===== config.mk =====
export PLATFORM = sky130hd
export DESIGN_NAME = udp_cmos_rev
export DESIGN_NICKNAME = d
export VERILOG_FILES = /design/src/rtl/udp_cmos_rev.sv
export SDC_FILE = /design/constraint.sdc
export NUM_CORES = 1
export LEC_CHECK = 0
export ABC_AREA = 1
export CAP_MARGIN = 10
export CORE_AREA = 2 2 142 144
export CTS_CLUSTER_DIAMETER = 80
export DETAILED_ROUTE_END_ITERATION = 8
export DIE_AREA = 0 0 144 146
export PLACE_DENSITY_LB_ADDON = 0.12
export REMOVE_ABC_BUFFERS = 1
export SYNTH_ARGS = -nofsm -noshare
export SYNTH_HDL_FRONTEND = slang
export SYNTH_SLANG_ARGS = --single-unit

===== constraint.sdc =====
create_clock -name clk -period 3 [get_ports clk]
set_clock_uncertainty 0.2 [all_clocks]
set_input_delay 0.3 -clock clk [delete_from_list [all_inputs] [get_ports clk]]
set_output_delay 0.3 -clock clk [all_outputs]
set_load 0.02 [all_outputs]

===== src/rtl/udp_cmos_rev.sv =====
// rtl/udp_cmos_rev.sv - GMII UDP image-line receiver with MAC/IP/port filter; define UDP_RX_CRC_EN to check the FCS
module udp_cmos_rev #(
    parameter logic [47:0] LOCAL_MAC  = 48'h00_11_22_33_44_55,
    parameter logic [31:0] LOCAL_IP   = 32'hC0_A8_01_0A,
    parameter logic [15:0] LOCAL_PORT = 16'd1234
) (
    input  logic        clk,
    input  logic        rst,
    input  logic        gmii_rx_dv,
    input  logic [7:0]  gmii_rxd,
    output logic [7:0]  pix_data,
    output logic        pix_valid,
    output logic        line_first,
    output logic        line_last,
    output logic        line_done,
    output logic        line_ok,
    output logic [47:0] src_mac,
    output logic [31:0] src_ip,
    output logic [15:0] rx_pkt_cnt
);

    typedef enum logic [2:0] {
        IDLE, PREAMBLE, ETH_HDR, IP_HDR, UDP_HDR, PAYLOAD, TAIL, DROP
    } state_t;

    state_t      state;
    logic [15:0] cnt;
    logic [15:0] pay_len;
    logic [7:0]  len_hi;
    logic [2:0]  pre_cnt;
    logic [1:0]  flag;
    logic        mac_loc, mac_bc;
    logic [47:0] sh_mac;
    logic [31:0] sh_ip;
    logic        armed;
    logic [7:0]  mac_byte, ip_byte;
    logic        mac_loc_n, mac_bc_n;
    logic        crc_ok;

    always_comb begin
        mac_byte = 8'h00;
        case (cnt[2:0])
            3'd0: mac_byte = LOCAL_MAC[47:40];
            3'd1: mac_byte = LOCAL_MAC[39:32];
            3'd2: mac_byte = LOCAL_MAC[31:24];
            3'd3: mac_byte = LOCAL_MAC[23:16];
            3'd4: mac_byte = LOCAL_MAC[15:8];
            3'd5: mac_byte = LOCAL_MAC[7:0];
            default: mac_byte = 8'h00;
        endcase
        ip_byte = 8'h00;
        case (cnt[1:0])
            2'd0: ip_byte = LOCAL_IP[31:24];
            2'd1: ip_byte = LOCAL_IP[23:16];
            2'd2: ip_byte = LOCAL_IP[15:8];
            default: ip_byte = LOCAL_IP[7:0];
        endcase
        mac_loc_n = mac_loc && (gmii_rxd == mac_byte);
        mac_bc_n  = mac_bc && (gmii_rxd == 8'hFF);
    end

`ifdef UDP_RX_CRC_EN
    logic [31:0] crc;

    function automatic logic [31:0] crc_next(input logic [31:0] c_in, input logic [7:0] d);
        logic [31:0] c;
        c = c_in ^ {24'h0, d};
        for (int k = 0; k < 8; k++)
            c = c[0] ? ((c >> 1) ^ 32'hEDB88320) : (c >> 1);
        return c;
    endfunction

    always_ff @(posedge clk) begin
        if (rst || state == PREAMBLE)
            crc <= 32'hFFFF_FFFF;
        else if (gmii_rx_dv && state inside {ETH_HDR, IP_HDR, UDP_HDR, PAYLOAD, TAIL})
            crc <= crc_next(crc, gmii_rxd);
    end

    // The LSB-first register holds the bit-reversed form of residue 0xC704DD7B
    assign crc_ok = (crc == 32'hDEBB20E3);
`else
    assign crc_ok = 1'b1;
`endif

    always_ff @(posedge clk) begin
        if (rst) begin
            state      <= IDLE;
            cnt        <= '0;
            pay_len    <= '0;
            len_hi     <= '0;
            pre_cnt    <= '0;
            flag       <= '0;
            mac_loc    <= 1'b0;
            mac_bc     <= 1'b0;
            sh_mac     <= '0;
            sh_ip      <= '0;
            armed      <= 1'b0;
            pix_data   <= '0;
            pix_valid  <= 1'b0;
            line_first <= 1'b0;
            line_last  <= 1'b0;
            line_done  <= 1'b0;
            line_ok    <= 1'b0;
            src_mac    <= '0;
            src_ip     <= '0;
            rx_pkt_cnt <= '0;
        end else begin
            pix_valid  <= 1'b0;
            line_first <= 1'b0;
            line_last  <= 1'b0;
            line_done  <= 1'b0;
            line_ok    <= 1'b0;
            cnt        <= cnt + 16'd1;
            if (!gmii_rx_dv)
                armed <= 1'b1;
            case (state)
                IDLE: begin
                    if (gmii_rx_dv) begin
                        if (armed && gmii_rxd == 8'h55) begin
                            state   <= PREAMBLE;
                            pre_cnt <= 3'd1;
                        end else begin
                            state <= DROP;
                        end
                    end
                end
                PREAMBLE: begin
                    if (!gmii_rx_dv)
                        state <= IDLE;
                    else if (gmii_rxd == 8'h55) begin
                        if (pre_cnt != 3'd7)
                            pre_cnt <= pre_cnt + 3'd1;
                    end else if (gmii_rxd == 8'hD5 && pre_cnt >= 3'd6) begin
                        state   <= ETH_HDR;
                        cnt     <= '0;
                        mac_loc <= 1'b1;
                        mac_bc  <= 1'b1;
                    end else
                        state <= DROP;
                end
                ETH_HDR: begin
                    if (!gmii_rx_dv)
                        state <= IDLE;
                    else if (cnt <= 16'd5) begin
                        mac_loc <= mac_loc_n;
                        mac_bc  <= mac_bc_n;
                        if (cnt == 16'd5 && !(mac_loc_n || mac_bc_n))
                            state <= DROP;
                    end else if (cnt <= 16'd11)
                        sh_mac <= {sh_mac[39:0], gmii_rxd};
                    else if (cnt == 16'd12) begin
                        if (gmii_rxd != 8'h08)
                            state <= DROP;
                    end else if (gmii_rxd != 8'h00)
                        state <= DROP;
                    else begin
                        state <= IP_HDR;
                        cnt   <= '0;
                    end
                end
                IP_HDR: begin
                    if (!gmii_rx_dv)
                        state <= IDLE;
                    else if ((cnt == 16'd0 && gmii_rxd != 8'h45) || (cnt == 16'd9 && gmii_rxd != 8'h11))
                        state <= DROP;
                    else if (cnt >= 16'd12 && cnt <= 16'd15)
                        sh_ip <= {sh_ip[23:0], gmii_rxd};
                    else if (cnt >= 16'd16) begin
                        if (gmii_rxd != ip_byte)
                            state <= DROP;
                        else if (cnt == 16'd19) begin
                            state <= UDP_HDR;
                            cnt   <= '0;
                        end
                    end
                end
                UDP_HDR: begin
                    if (!gmii_rx_dv)
                        state <= IDLE;
                    else if ((cnt == 16'd2 && gmii_rxd != LOCAL_PORT[15:8]) ||
                             (cnt == 16'd3 && gmii_rxd != LOCAL_PORT[7:0]))
                        state <= DROP;
                    else if (cnt == 16'd4)
                        len_hi <= gmii_rxd;
                    else if (cnt == 16'd5) begin
                        if ({len_hi, gmii_rxd} < 16'd9)
                            state <= DROP;
                        pay_len <= {len_hi, gmii_rxd} - 16'd8;
                    end else if (cnt == 16'd7) begin
                        state <= PAYLOAD;
                        cnt   <= '0;
                    end
                end
                PAYLOAD: begin
                    if (!gmii_rx_dv) begin
                        state     <= IDLE;
                        line_done <= 1'b1;
                    end else begin
                        if (cnt == 16'd0)
                            flag <= gmii_rxd[1:0];
                        else begin
                            pix_valid  <= 1'b1;
                            pix_data   <= gmii_rxd;
                            line_first <= (cnt == 16'd1) && flag[0];
                            line_last  <= (cnt == 16'd1) && flag[1];
                        end
                        if (cnt == pay_len - 16'd1)
                            state <= TAIL;
                    end
                end
                TAIL: begin
                    if (!gmii_rx_dv) begin
                        state     <= IDLE;
                        line_done <= 1'b1;
                        line_ok   <= crc_ok;
                        src_mac   <= sh_mac;
                        src_ip    <= sh_ip;
                        if (crc_ok)
                            rx_pkt_cnt <= rx_pkt_cnt + 16'd1;
                    end
                end
                default: begin
                    if (!gmii_rx_dv)
                        state <= IDLE;
                end
            endcase
        end
    end

endmodule

==> metrics.yaml, run 1 <==
routed_wl_um: 28000
status: "complete, no violations"
irDropWorstVdd_uv: 550
drc: 0
design_area_um2: 13000
worstSetupStartpointType: "flip-flop"
start_util_pct: 55.4
grt_usage_pct: 26.1
critPathMaxFanout: 12
finalSetupViolations: 0
clk_latency_ns: 0.53
layout-drive-gt1-share_pct: 8.46
drtAntennaViolNets: 0
p_total_mw: 8.37
tightest_slew_ns: 0.592
place_congestion: 0.935
cts_resized: 0
die_x_um: 144
seq_area_frac_synth_pct: 44.8
grt_pass1_wl_um: 44800
setup_tns_ns: 0
grt_start_max_net_pins: 141
htreeDepth: 1
min_period_ns: 2.63
drt-pass1-iter-count: 5
hold_viol_final: 0
nNetsFinal: 1579
cts_sinks: 240
drt_iter0_markers: 599
post_cts_buffers: 0
pre_cts_ws_ns: 0.222
worst_slew_margin_rel_pct: 60.5
synth_seq_cells: 240
ctsHoldBuffers: 0
placed_area_um2: 12100
wl_per_cell_um: 15.2
finalCritPeriodShare_pct: 87.6
synth.most_common_cell: "dfxtp_1"
max_freq_ghz: 0.380
area_growth_pct: 21.2
core_area_um2: 19300
cts_tree: "done"
max_cap_viol_count: 0
antenna_found_initial: 0
ys.flop_type: "dfxtp_1"
clock_path_buffers: 3
numCtsBuffers: 26
grt_pass1_vias: 8842
dp_hpwl_um: 19500
ys_warn_count: 0
die_h_um: 146
placement.io_buffers: 119
p_per_area_nw_per_um2: 645
syn_avg_cell_area_um2: 7.36
hp-class: "flip-flop to flip-flop"
path_clk_slew_ns: 0.06
synthDistinctLibCells: 49
synth_common_cells: "240 x dfxtp_1, 207 x o21ai_0, 186 x nor2_1"
syn_inst: 1456
diodes: 0
ios: 120
p_leak_nw: 5.31
crit_required_ns: 3.20
worstPathArrival_ns: 2.83
grt_overflow: 0
rows: 51
drv_slew: 0
synthTopCellsByArea: "dfxtp_1 45%, o21ai_0 9.7%, a21oi_1 7.5%"
root_buffer: "clkbuf_16"
setup_slack_ns: 0.371
dr_total_vias: 9833
synth_edf_count: 0
crit_path_end_kind: "flip-flop"
yosysTopAreaCellShare_pct: 44.8
async_flop_share_pct: 0
die_area_um2: 21000
syn-cell-area_um2: 10700
routed_via_density: 5.35
fin_util_pct: 67.2
synth_area_leader_cell: "dfxtp_1"
critPathKind: "flip-flop to flip-flop"
rsz0062_at_grt: "no"
[per-stage QoR]
stage	instances	hold WS (ns)
after floorplan	1376	0.169
after global placement	1790	0.239
after detailed placement	1790	0.240
after CTS	1837	0.250
after global routing	1837	0.261
final	1837	0.249
[worst paths after layout]
kind | startpoint | endpoint | slack, ns | cells past startpoint
hold / removal | flag[1] | line_last | 0.25 | 2
setup / recovery | cnt[0] | cnt[4] | 0.37 | 12
setup reg to reg | cnt[0] | cnt[4] | 0.37 | 12
hold reg to reg | flag[1] | line_last | 0.25 | 2
[metal layers]
| layer | up-vias | wire length, µm | global-route usage (%) |
|---|---|---|---|
| met2 | 269 | 13100 | 42.3 |
| li1 | 4997 | - | - |
| met4 | 0 | 774 | 7.99 |
| met3 | 60 | 1450 | 3.75 |
| met1 | 4507 | 12700 | 36.0 |
| met5 | - | 0 | 0 |
[registers in the layout, indices dropped and copies added (netlist names), 2 cells and up]
register and count:
cnt 16, flag 2, len_hi 8, pay_len 16
pix_data 8, pre_cnt 3, rx_pkt_cnt 16, sh_ip 32
sh_mac 48, src_ip 32, src_mac 48, state 3
[layout make-up]
class,instances,area [µm²]
clock buffer,38,736
clock inverter,9,114
fill,1695,6350
inverter,168,633
multi-input combinational,968,4900
sequential,240,4800
tap,265,332
timing repair buffer,149,1470
[cell families after synthesis]
family	after synthesis	synth area share, %
simple gates	527	22.5
compound gates	405	19.7
buf+inv	248	9.46
flops	240	44.8
xor+xnor	21	1.72
fa+ha+maj	15	1.75
[cell usage in the layout, fill, tap and decap left out, drive strengths merged, types with 2 or more instances in the layout]
cell type      netlist  final
nor4                 5      5
nand3b               4      4
clkdlybuf4s50        0    119
ha                  15     15
xnor2                6      6
nor3b                3      3
o21ai              215    215
clkinv               2      7
dfxtp              240    240
o211ai               3      3
nor2               202    202
nand3               62     62
or2                  5      5
o21bai               2      2
o31ai                2      2
xor2                15     15
bufinv               0      2
inv                166    168
nor3                43     43
clkbuf              46     38
buf                 34     30
a31oi                4      4
a211oi              12     12
nand4               22     22
nand2              180    180
a21oi              161    161
[power by group]
part	total, mW	internal [mW]	leakage [nW]	switching [mW]
Clock	3.14	1.88	0.418	1.27
Sequential	3.50	3.37	1.94	0.135
Combinational	1.73	0.615	2.95	1.11
Total	8.37	5.86	5.31	2.51
[worst max-delay path, stage by stage (launching register included)]
cell	delay, ns
dfxtp_1	0.45
inv_1	0.20
ha_1	0.32
nor2_1	0.21
xor2_1	0.10
nor2_1	0.11
nand3_1	0.13
nor2_1	0.13
nand2_1	0.05
nand2_1	0.08
nand4_2	0.12
nor2_4	0.32
nor2_1	0.08
Note: power is estimated with default switching activity, not from simulation.
==> run 2, diff against run 1 <==
--- a/config.mk
+++ b/config.mk
@@ -7,10 +7,12 @@
 export LEC_CHECK = 0
 export ABC_AREA = 1
 export CAP_MARGIN = 10
-export CORE_AREA = 2 2 142 144
+export CELL_PAD_IN_SITES_DETAIL_PLACEMENT = 1
+export CELL_PAD_IN_SITES_GLOBAL_PLACEMENT = 1
+export CORE_AREA = 2 2 178 180
 export CTS_CLUSTER_DIAMETER = 80
 export DETAILED_ROUTE_END_ITERATION = 8
-export DIE_AREA = 0 0 144 146
+export DIE_AREA = 0 0 180 182
 export PLACE_DENSITY_LB_ADDON = 0.12
 export REMOVE_ABC_BUFFERS = 1
 export SYNTH_ARGS = -nofsm -noshare
==> run 2 against run 1 <==
Compared with the run above: sequential power about the same; sequential share of layout area fell by 0.57 points; worst setup slack worse by 0.0076 ns; fmax decreased by 0.29%; combinational power about the same; hold slack better by 0.0036 ns; critical path depth shrank 1; routed wire length rose by 14%; cell area grew 1.6%; critical path type unchanged; critical endpoint unchanged; largest cell class unchanged.
==> metrics.yaml, run 2 (synthesis results as in run 1) <==
status: "complete, no violations"
most-common-layout-cells: "240 x dfxtp_1, 207 x o21ai_0, 186 x nor2_1, 170 x nand2_1, 161 x a21oi_1"
routed_via_density: 4.98  # -7.0%
cts_tree: "done"
dp_hpwl_um: 22100  # +13%
die_h_um: 182  # +25%
layout-drive-gt1-share_pct: 8.46  # unchanged
n_fill_cell: 3856  # +130%
numCtsBuffers: 29  # +12%
rsz0062_at_grt: "no"
wl_per_cell_um: 16.2  # +6.2%
crit_path_end_kind: "flip-flop"
finalSetupViolations: 0  # unchanged
r2r_end: "cnt[4]"
finalCritPeriodShare_pct: 87.9  # +0.25 points
drv_slew: 0  # unchanged
diodes: 0  # unchanged
irDropWorstVdd_uv: 382  # -31%
worstSetupStartpointType: "flip-flop"
dr_total_vias: 9823  # -0.10%
max_cap_viol_count: 0  # unchanged
clock_path_buffers: 3  # unchanged
grt_overflow: 0  # unchanged
hold_start: "flag[1]"
die_x_um: 180  # +25%
seq_area_um2: 4800  # unchanged
htreeDepth: 1  # unchanged
p_total_mw: 8.62  # +2.9%
nNetsFinal: 1578  # -0.063%
layout_commonest_cell: "dfxtp_1"
worst_slew_margin_rel_pct: 67.7  # +7.2 points
drc: 0  # unchanged
p_per_area_nw_per_um2: 653  # +1.3%
gr-usage-met3_pct: 2.73  # -1.0 points
start_util_pct: 34.6  # -21 points
antenna_found_initial: 1  # +1
drtAntennaViolNets: 0  # unchanged
root_buffer: "clkbuf_16"
crit_required_ns: 3.22  # +0.02 ns
hp-class: "flip-flop to flip-flop"
ios: 120  # unchanged
area_growth_pct: 23.1
multi_input_area_um2: 4900  # unchanged
placement.io_buffers: 119  # unchanged
grt_pass1_wl_um: 52600  # +17%
dp_cells: 1923  # +7.4%
reg2reg_slack_ns: 0.36  # about the same
drt-pass1-iter-count: 5  # unchanged
use_met2_pct: 33.3  # -9.0 points
clk_latency_ns: 0.54  # about the same
hold_viol_final: 0  # unchanged
post_cts_buffers: 0  # unchanged
routed_wl_um: 31900  # +14%
ctsHoldBuffers: 0  # unchanged
tightest_slew_ns: 0.484  # -0.108 ns
met1_usage_pct: 25.7  # -10 points
core_area_um2: 31000  # +60%
min_period_ns: 2.64  # +0.00762 ns
max_freq_ghz: 0.379  # -0.29%
final_cells: 1974  # +7.5%
critPathKind: "flip-flop to flip-flop"
grt_pass1_vias: 9994  # +13%
reg2reg_from: "cnt[0]"
p_leak_nw: 5.31  # +0.12%
critPathMaxFanout: 12  # unchanged
die_area_um2: 32800  # +56%
min_delay_path_depth: 2  # unchanged
top_usage_layer: "met2"
rr_worst_depth: 11  # -1
drt_iter0_markers: 682  # +14%
grt_usage_pct: 19.3  # -6.8 points
grt_start_max_net_pins: 114  # -19%
setup_tns_ns: 0  # unchanged
min_to: "line_last"
cts_resized: 0  # unchanged
worstPathArrival_ns: 2.86  # +0.03 ns
place_congestion: 0.911  # -2.6%
cts_sinks: 240  # unchanged
rows: 65  # +27%
reg_top3: "sh_mac: 48 flops, src_mac: 48 flops"
path_clk_slew_ns: 0.06  # about the same
## run 2: layer usage
metal  vias up  part of all wire [%]
met3        44                   3.8
met1      4642                    47
met5         -                 0.034
li1       4985                     -
met4         2                   1.7
met2       150                    47
## run 2: worst max-delay path: stages, from the launching register on
cell and delay, ns:
dfxtp_1 0.44, inv_1 0.10, buf_4 0.18, ha_1 0.19, o21ai_1 0.29, nand2_1 0.15
nand2_2 0.13, o211ai_2 0.10, o21ai_1 0.20, nand4_2 0.17, nor2_4 0.29, nor2_1 0.08
## run 2: cell type report
cell class              count  area share [%]
clock buffers              39            5.94
clock inverters            12           0.977
inverters                 168            4.80
multi-input cells         968            37.2
flip-flops and latches    240            36.4
well taps                 402            3.81
repair buffers            145            10.9
## run 2: power breakdown
group	switching (mW)	internal, mW	leakage (nW)
combinational	1.13	0.615	2.93
sequential	0.131	3.37	1.94
clock	1.38	2.00	0.444
## run 2: stage by stage
stage / hold WS (ns) / utilization [%] / area [µm²] / worst slack (ns)
3_5_place_dp: 0.247 / 39.6 / 12300 / 0.110
2_1_floorplan: 0.169 / - / 10300 / -0.593
3_3_place_gp: 0.241 / 39.6 / 12300 / 0.217
5_1_grt: 0.276 / 42.6 / 13200 / 0.110
4_1_cts: 0.256 / 42.6 / 13200 / 0.367
6_report: 0.253 / 42.6 / 13200 / 0.363
## run 2: worst max path at each step
stage | from | depth (start not counted) | end
floorplan | state[2] | 5 | rx_pkt_cnt[0]
global placement | gmii_rxd[0] | 11 | cnt[0]
detailed placement | gmii_rxd[0] | 11 | cnt[11]
CTS | cnt[0] | 11 | cnt[4]
global route | cnt[0] | 12 | cnt[12]
finish | cnt[0] | 11 | cnt[4]
